## config.mk

```make
export PLATFORM = sky130hd
export DESIGN_NAME = ab_compare_tracker
export DESIGN_NICKNAME = d
export VERILOG_FILES = /design/src/rtl/ab_compare_tracker.sv
export SDC_FILE = /design/constraint.sdc
export NUM_CORES = 1
export LEC_CHECK = 0
export CAP_MARGIN = 25
export CELL_PAD_IN_SITES_DETAIL_PLACEMENT = 0
export CELL_PAD_IN_SITES_GLOBAL_PLACEMENT = 2
export CORE_ASPECT_RATIO = 1.2
export CORE_MARGIN = 2
export CORE_UTILIZATION = 35
export DETAILED_ROUTE_END_ITERATION = 7
export PLACE_DENSITY = 0.8
export SYNTH_ARGS = -nofsm -noshare
export SYNTH_HDL_FRONTEND = slang
export SYNTH_SLANG_ARGS = --single-unit
```

## constraint.sdc

```tcl
create_clock -name clk -period 2.9 [get_ports clk]
set_input_delay 0.58 -clock clk [delete_from_list [all_inputs] [get_ports clk]]
set_output_delay 0.58 -clock clk [all_outputs]
set_load 0.02 [all_outputs]
```

## src/rtl/ab_compare_tracker.sv

```systemverilog
// ab_compare_tracker
// Classifies each valid a/b sample as pass (a>b), equal (a==b) or fail (a<b).
// Keeps saturating statistics on the samples.
// Logs change-of-result and equality events into a show-ahead FIFO, which is
// drained over a valid/ready handshake.
module ab_compare_tracker #(
  parameter int WIDTH = 4,
  parameter int DEPTH = 4,
  parameter int CNT_W = 8
) (
  input  logic                     clk,
  input  logic                     rst,
  input  logic                     in_valid,
  input  logic [WIDTH-1:0]         a,
  input  logic [WIDTH-1:0]         b,
  input  logic                     clear,
  output logic                     out_valid,
  input  logic                     out_ready,
  output logic [2*WIDTH+1:0]       out_data,
  output logic [CNT_W-1:0]         pass_cnt,
  output logic [CNT_W-1:0]         fail_cnt,
  output logic [CNT_W-1:0]         eq_cnt,
  output logic                     overflow,
  output logic [$clog2(DEPTH):0]   fifo_count
);

  localparam int PTR_W  = $clog2(DEPTH);
  localparam int FCNT_W = PTR_W + 1;
  localparam int DATA_W = 2 * WIDTH + 2;

  localparam logic [1:0] CODE_FAIL = 2'b00;
  localparam logic [1:0] CODE_PASS = 2'b01;
  localparam logic [1:0] CODE_EQ   = 2'b10;
  localparam logic [1:0] CODE_NONE = 2'b11;

  typedef enum logic [1:0] {
    S_IDLE  = 2'b00,
    S_TRACK = 2'b01,
    S_OVF   = 2'b10
  } state_t;

  state_t               r_state;
  state_t               w_next_state;

  logic [1:0]           r_last_code;
  logic [CNT_W-1:0]     r_pass_cnt;
  logic [CNT_W-1:0]     r_fail_cnt;
  logic [CNT_W-1:0]     r_eq_cnt;

  logic [DATA_W-1:0]    r_mem [DEPTH];
  logic [PTR_W-1:0]     r_wr_ptr;
  logic [PTR_W-1:0]     r_rd_ptr;
  logic [FCNT_W-1:0]    r_count;

  logic [1:0]           w_code;
  logic                 w_sample;
  logic                 w_push_req;
  logic                 w_pop;
  logic                 w_full;
  logic                 w_push_ok;
  logic                 w_drop;
  logic [DATA_W-1:0]    w_entry;

  // Classify the current operands; equality is checked first so that
  // the pass/fail split only sees strictly ordered operands.
  always_comb begin
    w_code = CODE_FAIL;
    if (a == b) begin
      w_code = CODE_EQ;
    end else if (a > b) begin
      w_code = CODE_PASS;
    end
  end

  // Clear overrides everything in its cycle: the sample and any pop are discarded.
  assign w_sample   = in_valid & ~clear;
  assign w_pop      = out_valid & out_ready & ~clear;
  assign w_full     = (r_count == FCNT_W'(DEPTH));
  assign w_push_req = w_sample & ((w_code != r_last_code) | (w_code == CODE_EQ));
  assign w_push_ok  = w_push_req & (~w_full | w_pop);
  assign w_drop     = w_push_req & w_full & ~w_pop;
  assign w_entry    = {w_code, a, b};

  // State register for the tracking FSM
  always_ff @(posedge clk or posedge rst) begin
    if (rst) begin
      r_state <= S_IDLE;
    end else begin
      r_state <= w_next_state;
    end
  end

  // OVF is sticky until clear; the first sample moves IDLE to TRACK
  always_comb begin
    w_next_state = r_state;
    if (clear) begin
      w_next_state = S_IDLE;
    end else if (w_drop) begin
      w_next_state = S_OVF;
    end else if ((r_state == S_IDLE) && in_valid) begin
      w_next_state = S_TRACK;
    end
  end

  // History of the last classified sample, used to detect result changes
  always_ff @(posedge clk or posedge rst) begin
    if (rst) begin
      r_last_code <= CODE_NONE;
    end else if (clear) begin
      r_last_code <= CODE_NONE;
    end else if (w_sample) begin
      r_last_code <= w_code;
    end
  end

  // Saturating statistics; equal samples count as fail too
  always_ff @(posedge clk or posedge rst) begin
    if (rst) begin
      r_pass_cnt <= '0;
      r_fail_cnt <= '0;
      r_eq_cnt   <= '0;
    end else if (clear) begin
      r_pass_cnt <= '0;
      r_fail_cnt <= '0;
      r_eq_cnt   <= '0;
    end else if (w_sample) begin
      if ((w_code == CODE_PASS) && (r_pass_cnt != {CNT_W{1'b1}})) begin
        r_pass_cnt <= r_pass_cnt + CNT_W'(1);
      end
      if ((w_code != CODE_PASS) && (r_fail_cnt != {CNT_W{1'b1}})) begin
        r_fail_cnt <= r_fail_cnt + CNT_W'(1);
      end
      if ((w_code == CODE_EQ) && (r_eq_cnt != {CNT_W{1'b1}})) begin
        r_eq_cnt <= r_eq_cnt + CNT_W'(1);
      end
    end
  end

  // Event storage; entries are zeroed on reset so the head reads zero
  always_ff @(posedge clk or posedge rst) begin
    if (rst) begin
      for (int i = 0; i < DEPTH; i++) begin
        r_mem[i] <= '0;
      end
    end else if (w_push_ok) begin
      r_mem[r_wr_ptr] <= w_entry;
    end
  end

  // Circular pointers wrap naturally; occupancy is tracked in its own counter
  always_ff @(posedge clk or posedge rst) begin
    if (rst) begin
      r_wr_ptr <= '0;
      r_rd_ptr <= '0;
      r_count  <= '0;
    end else if (clear) begin
      r_wr_ptr <= '0;
      r_rd_ptr <= '0;
      r_count  <= '0;
    end else begin
      if (w_push_ok) begin
        r_wr_ptr <= r_wr_ptr + PTR_W'(1);
      end
      if (w_pop) begin
        r_rd_ptr <= r_rd_ptr + PTR_W'(1);
      end
      if (w_push_ok && !w_pop) begin
        r_count <= r_count + FCNT_W'(1);
      end else if (w_pop && !w_push_ok) begin
        r_count <= r_count - FCNT_W'(1);
      end
    end
  end

  assign out_valid  = (r_count != '0);
  assign out_data   = r_mem[r_rd_ptr];
  assign pass_cnt   = r_pass_cnt;
  assign fail_cnt   = r_fail_cnt;
  assign eq_cnt     = r_eq_cnt;
  assign overflow   = (r_state == S_OVF);
  assign fifo_count = r_count;

endmodule
```

==> flow_metrics.env <==
export IMPL_fin_skew_ns=0.00563
export IMPL_cts_root_buf="clkbuf_16"
export IMPL_critPathMaxStageDelay_ns=0.52
export IMPL_wl_per_cell_um=15.7
export IMPL_arrival_ns=2.99
export IMPL_die_h_um=122
export IMPL_viasPerCell=4.83
export IMPL_whs_ns=0.504
export IMPL_drtIter0Drc=139
export IMPL_layout_area_overhead_vs_synth_pct=31.0
export IMPL_finalCritPeriodShare=0.941
export IMPL_track_usage=0.158
export IMPL_tritoncts="built"
export IMPL_drc=0
export IMPL_path_class="input pin to register"
export IMPL_clkSlewWorstSetupHoldPaths_ns=0.06
export IMPL_synth_cell_types=46
export IMPL_io_pins=52
export IMPL_netlist_area_mm2=0.00403
export IMPL_initial_core_util=0.362
export IMPL_status="finished, final reports clean"
export IMPL_slew_headroom=0.480
export IMPL_ys_warn_count=0
export IMPL_antenna_cells=0
export IMPL_clockBufferDepth=2
export IMPL_routed_wl_mm=8.90
export IMPL_rsz0062_at_grt="no"
export IMPL_yosysSeqAreaShare=0.466
export IMPL_nets=432
export IMPL_slew_violations=0
export IMPL_ant_nets=0
export IMPL_core_area_mm2=0.0111
export IMPL_syn_instance_count=330
export IMPL_final_cell_mix="dfrtp_1, clkdlybuf4s50_1, mux2_4, nor2_1, buf_4"
export IMPL_worst_setup_path_end_kind="register"
export IMPL_ys_top_cells_by_area="dfrtp_1, mux2_4, mux4_2, nor2_1, ha_1"
export IMPL_synth_seq_cells=75
export IMPL_regArea_mm2=0.00188
export IMPL_finalSetupViolCount=0
export IMPL_cts_buffers_inserted=9
export IMPL_worstMarginPinSlew_ns=0.780
export IMPL_max_clock_freq_ghz=0.366
export IMPL_crit_path_top_delay_cell="clkdlybuf4s50_1"
export IMPL_min_period_ns=2.73
export IMPL_timing_final_ws_setup_ns=0.170
export IMPL_final_hold_viol_count=0
export IMPL_grt_max_degree=31
export IMPL_cap_violations=0
export IMPL_cts_htree_levels=3
export IMPL_pre_cts_slack_ns=-0.503
export IMPL_ir_worst_vdd_v=0.000333
export IMPL_layout_drive_gt1_share=0.286
export IMPL_start_kind="input pin"
export IMPL_hold_path_class="register to register"
export IMPL_place_congestion=0.824
export IMPL_nFillCells=1044
export IMPL_cp_max_fo=4
export IMPL_worstPathRequired_ns=3.16
export IMPL_cts_hold_buf=0
export IMPL_hpwl_mm=6.09
export IMPL_vias=2734
export IMPL_setup_tns_ns=0
export IMPL_synth_nets=355
export IMPL_multi_input_area_mm2=0.00202
export IMPL_power_leakage_uw=0.00228
export IMPL_grt_overflow=0
export IMPL_cp_cell_sequence="clkdlybuf4s50_1, ha_1, and4_4, nor3_4, nand3_2, o2111ai_4, nor3_2, fa_2, nand2_1, o21ai_0, a211o_1, a31oi_1"
export IMPL_synth_top_cell_by_area="dfrtp_1"
export IMPL_io_buffer_count=51
export IMPL_clock_sinks=75
export IMPL_grt_pass1_wl_mm=15.0
export IMPL_dieWidth_um=102
export IMPL_dieArea_mm2=0.0124
export IMPL_synth_top_area_frac=0.453
export IMPL_stdcell_count=566
export IMPL_p_per_area_mw_per_mm2=778
export IMPL_rows=42
export IMPL_grt_pass1_vias=2929
export IMPL_utilization=0.474
export IMPL_antenna_found_initial=0
export IMPL_drt_pass1_iterations=4
export IMPL_clk_latency_ns=0.34
export IMPL_avgSynthCellArea_um2=12.2
export IMPL_final_common_cell="dfrtp_1"
export IMPL_dp_cells=549
==> through the flow <==
step	area, um2	power [uW]
after global routing	5280	4330
final	5280	4110
after detailed placement	4940	3000
after floorplan	4030	2460
after global placement	4940	2960
after CTS	5250	4160
==> synth_stat cells, drive strengths merged <==
master   number
nand4         2
a31oi         1
buf           6
nor4          3
fa            1
xor2          8
o21ai         7
o311ai        1
xnor2        13
or3           4
dfrtp        73
dfstp         2
nand3b        2
mux2         40
and4          4
nor2         38
o21ba         1
clkbuf       11
inv          14
o211ai        3
a211o         1
nor3b         5
mux2i         5
nor3         11
nand4b        1
and3          1
or4b          1
a21oi         9
ha           11
nand3        15
o211a         1
a21o          1
nand2b        1
mux4         10
and2          1
nor2b         1
nand2        19
o2111ai       2
==> report_power, final <==
group          internal (uW)  switching (uW)
Combinational            875             621
Sequential              1310             178
Clock                    689             437
Total                   2870            1240
==> timing repair <==
item                       4_1_cts  5_1_grt
setup endpoints to repair       42       25
pin swaps                        0        9
setup buffers                    0        1
gates resized for setup          6        9
==> worst paths after layout <==
check	startpoint	to	slack (ns)	cells past startpoint
max in group asynchronous	rst	eq_cnt[2]	1.62	3
worst max register to register	fifo_count[0]	fifo_count[2]	0.69	9
min in group asynchronous	rst	r_mem[31]	0.68	2
worst min register to register	r_mem[11]	r_mem[11]	0.50	1
worst max-delay path	b[0]	fifo_count[2]	0.17	12
worst min-delay path	r_mem[11]	r_mem[11]	0.50	1
==> registers in the layout, summed over array words and instances (netlist names) <==
name	flops
eq_cnt	8
r_last_code	2
r_wr_ptr	2
r_mem	40
r_rd_ptr	2
fifo_count	3
r_state	2
fail_cnt	8
pass_cnt	8
==> worst max-delay path: cells and delay by family <==
| kind | cells | cell delay (ns) |
|---|---|---|
| AOI/OAI and AO/OA | 4 | 0.60 |
| and+or+nand+nor | 5 | 0.66 |
| buffers and inverters | 1 | 0.52 |
| adders and majority gates | 2 | 0.61 |
==> layout make-up <==
cell class | instances | share of cell area
Clock buffer | 10 | 0.0452
Clock inverter | 6 | 0.0121
Inverter | 14 | 0.00995
Multi-Input combinational cell | 224 | 0.383
Sequential cell | 75 | 0.356
Tap cell | 154 | 0.0365
Timing Repair Buffer | 83 | 0.157
==> layer usage <==
layer	track usage	wire length, um	vias up
met1	0.208	4110	1359
met4	0.0667	166	0
met3	0.0304	279	13
met5	0	0	-
met2	0.254	4350	52
li1	-	-	1310
==> logic make-up (layout without fill, tap and decap cells) <==
group / count (synthesis) / in the layout / share of synthesized area
simple gates: 109 / 109 / 0.142
flops: 75 / 75 / 0.466
mux: 55 / 55 / 0.217
buf+inv: 31 / 113 / 0.0376
compound gates: 27 / 27 / 0.0522
xor+xnor: 21 / 21 / 0.0456
fa+ha+maj: 12 / 12 / 0.0391
Note: power is estimated with default switching activity, not from simulation.
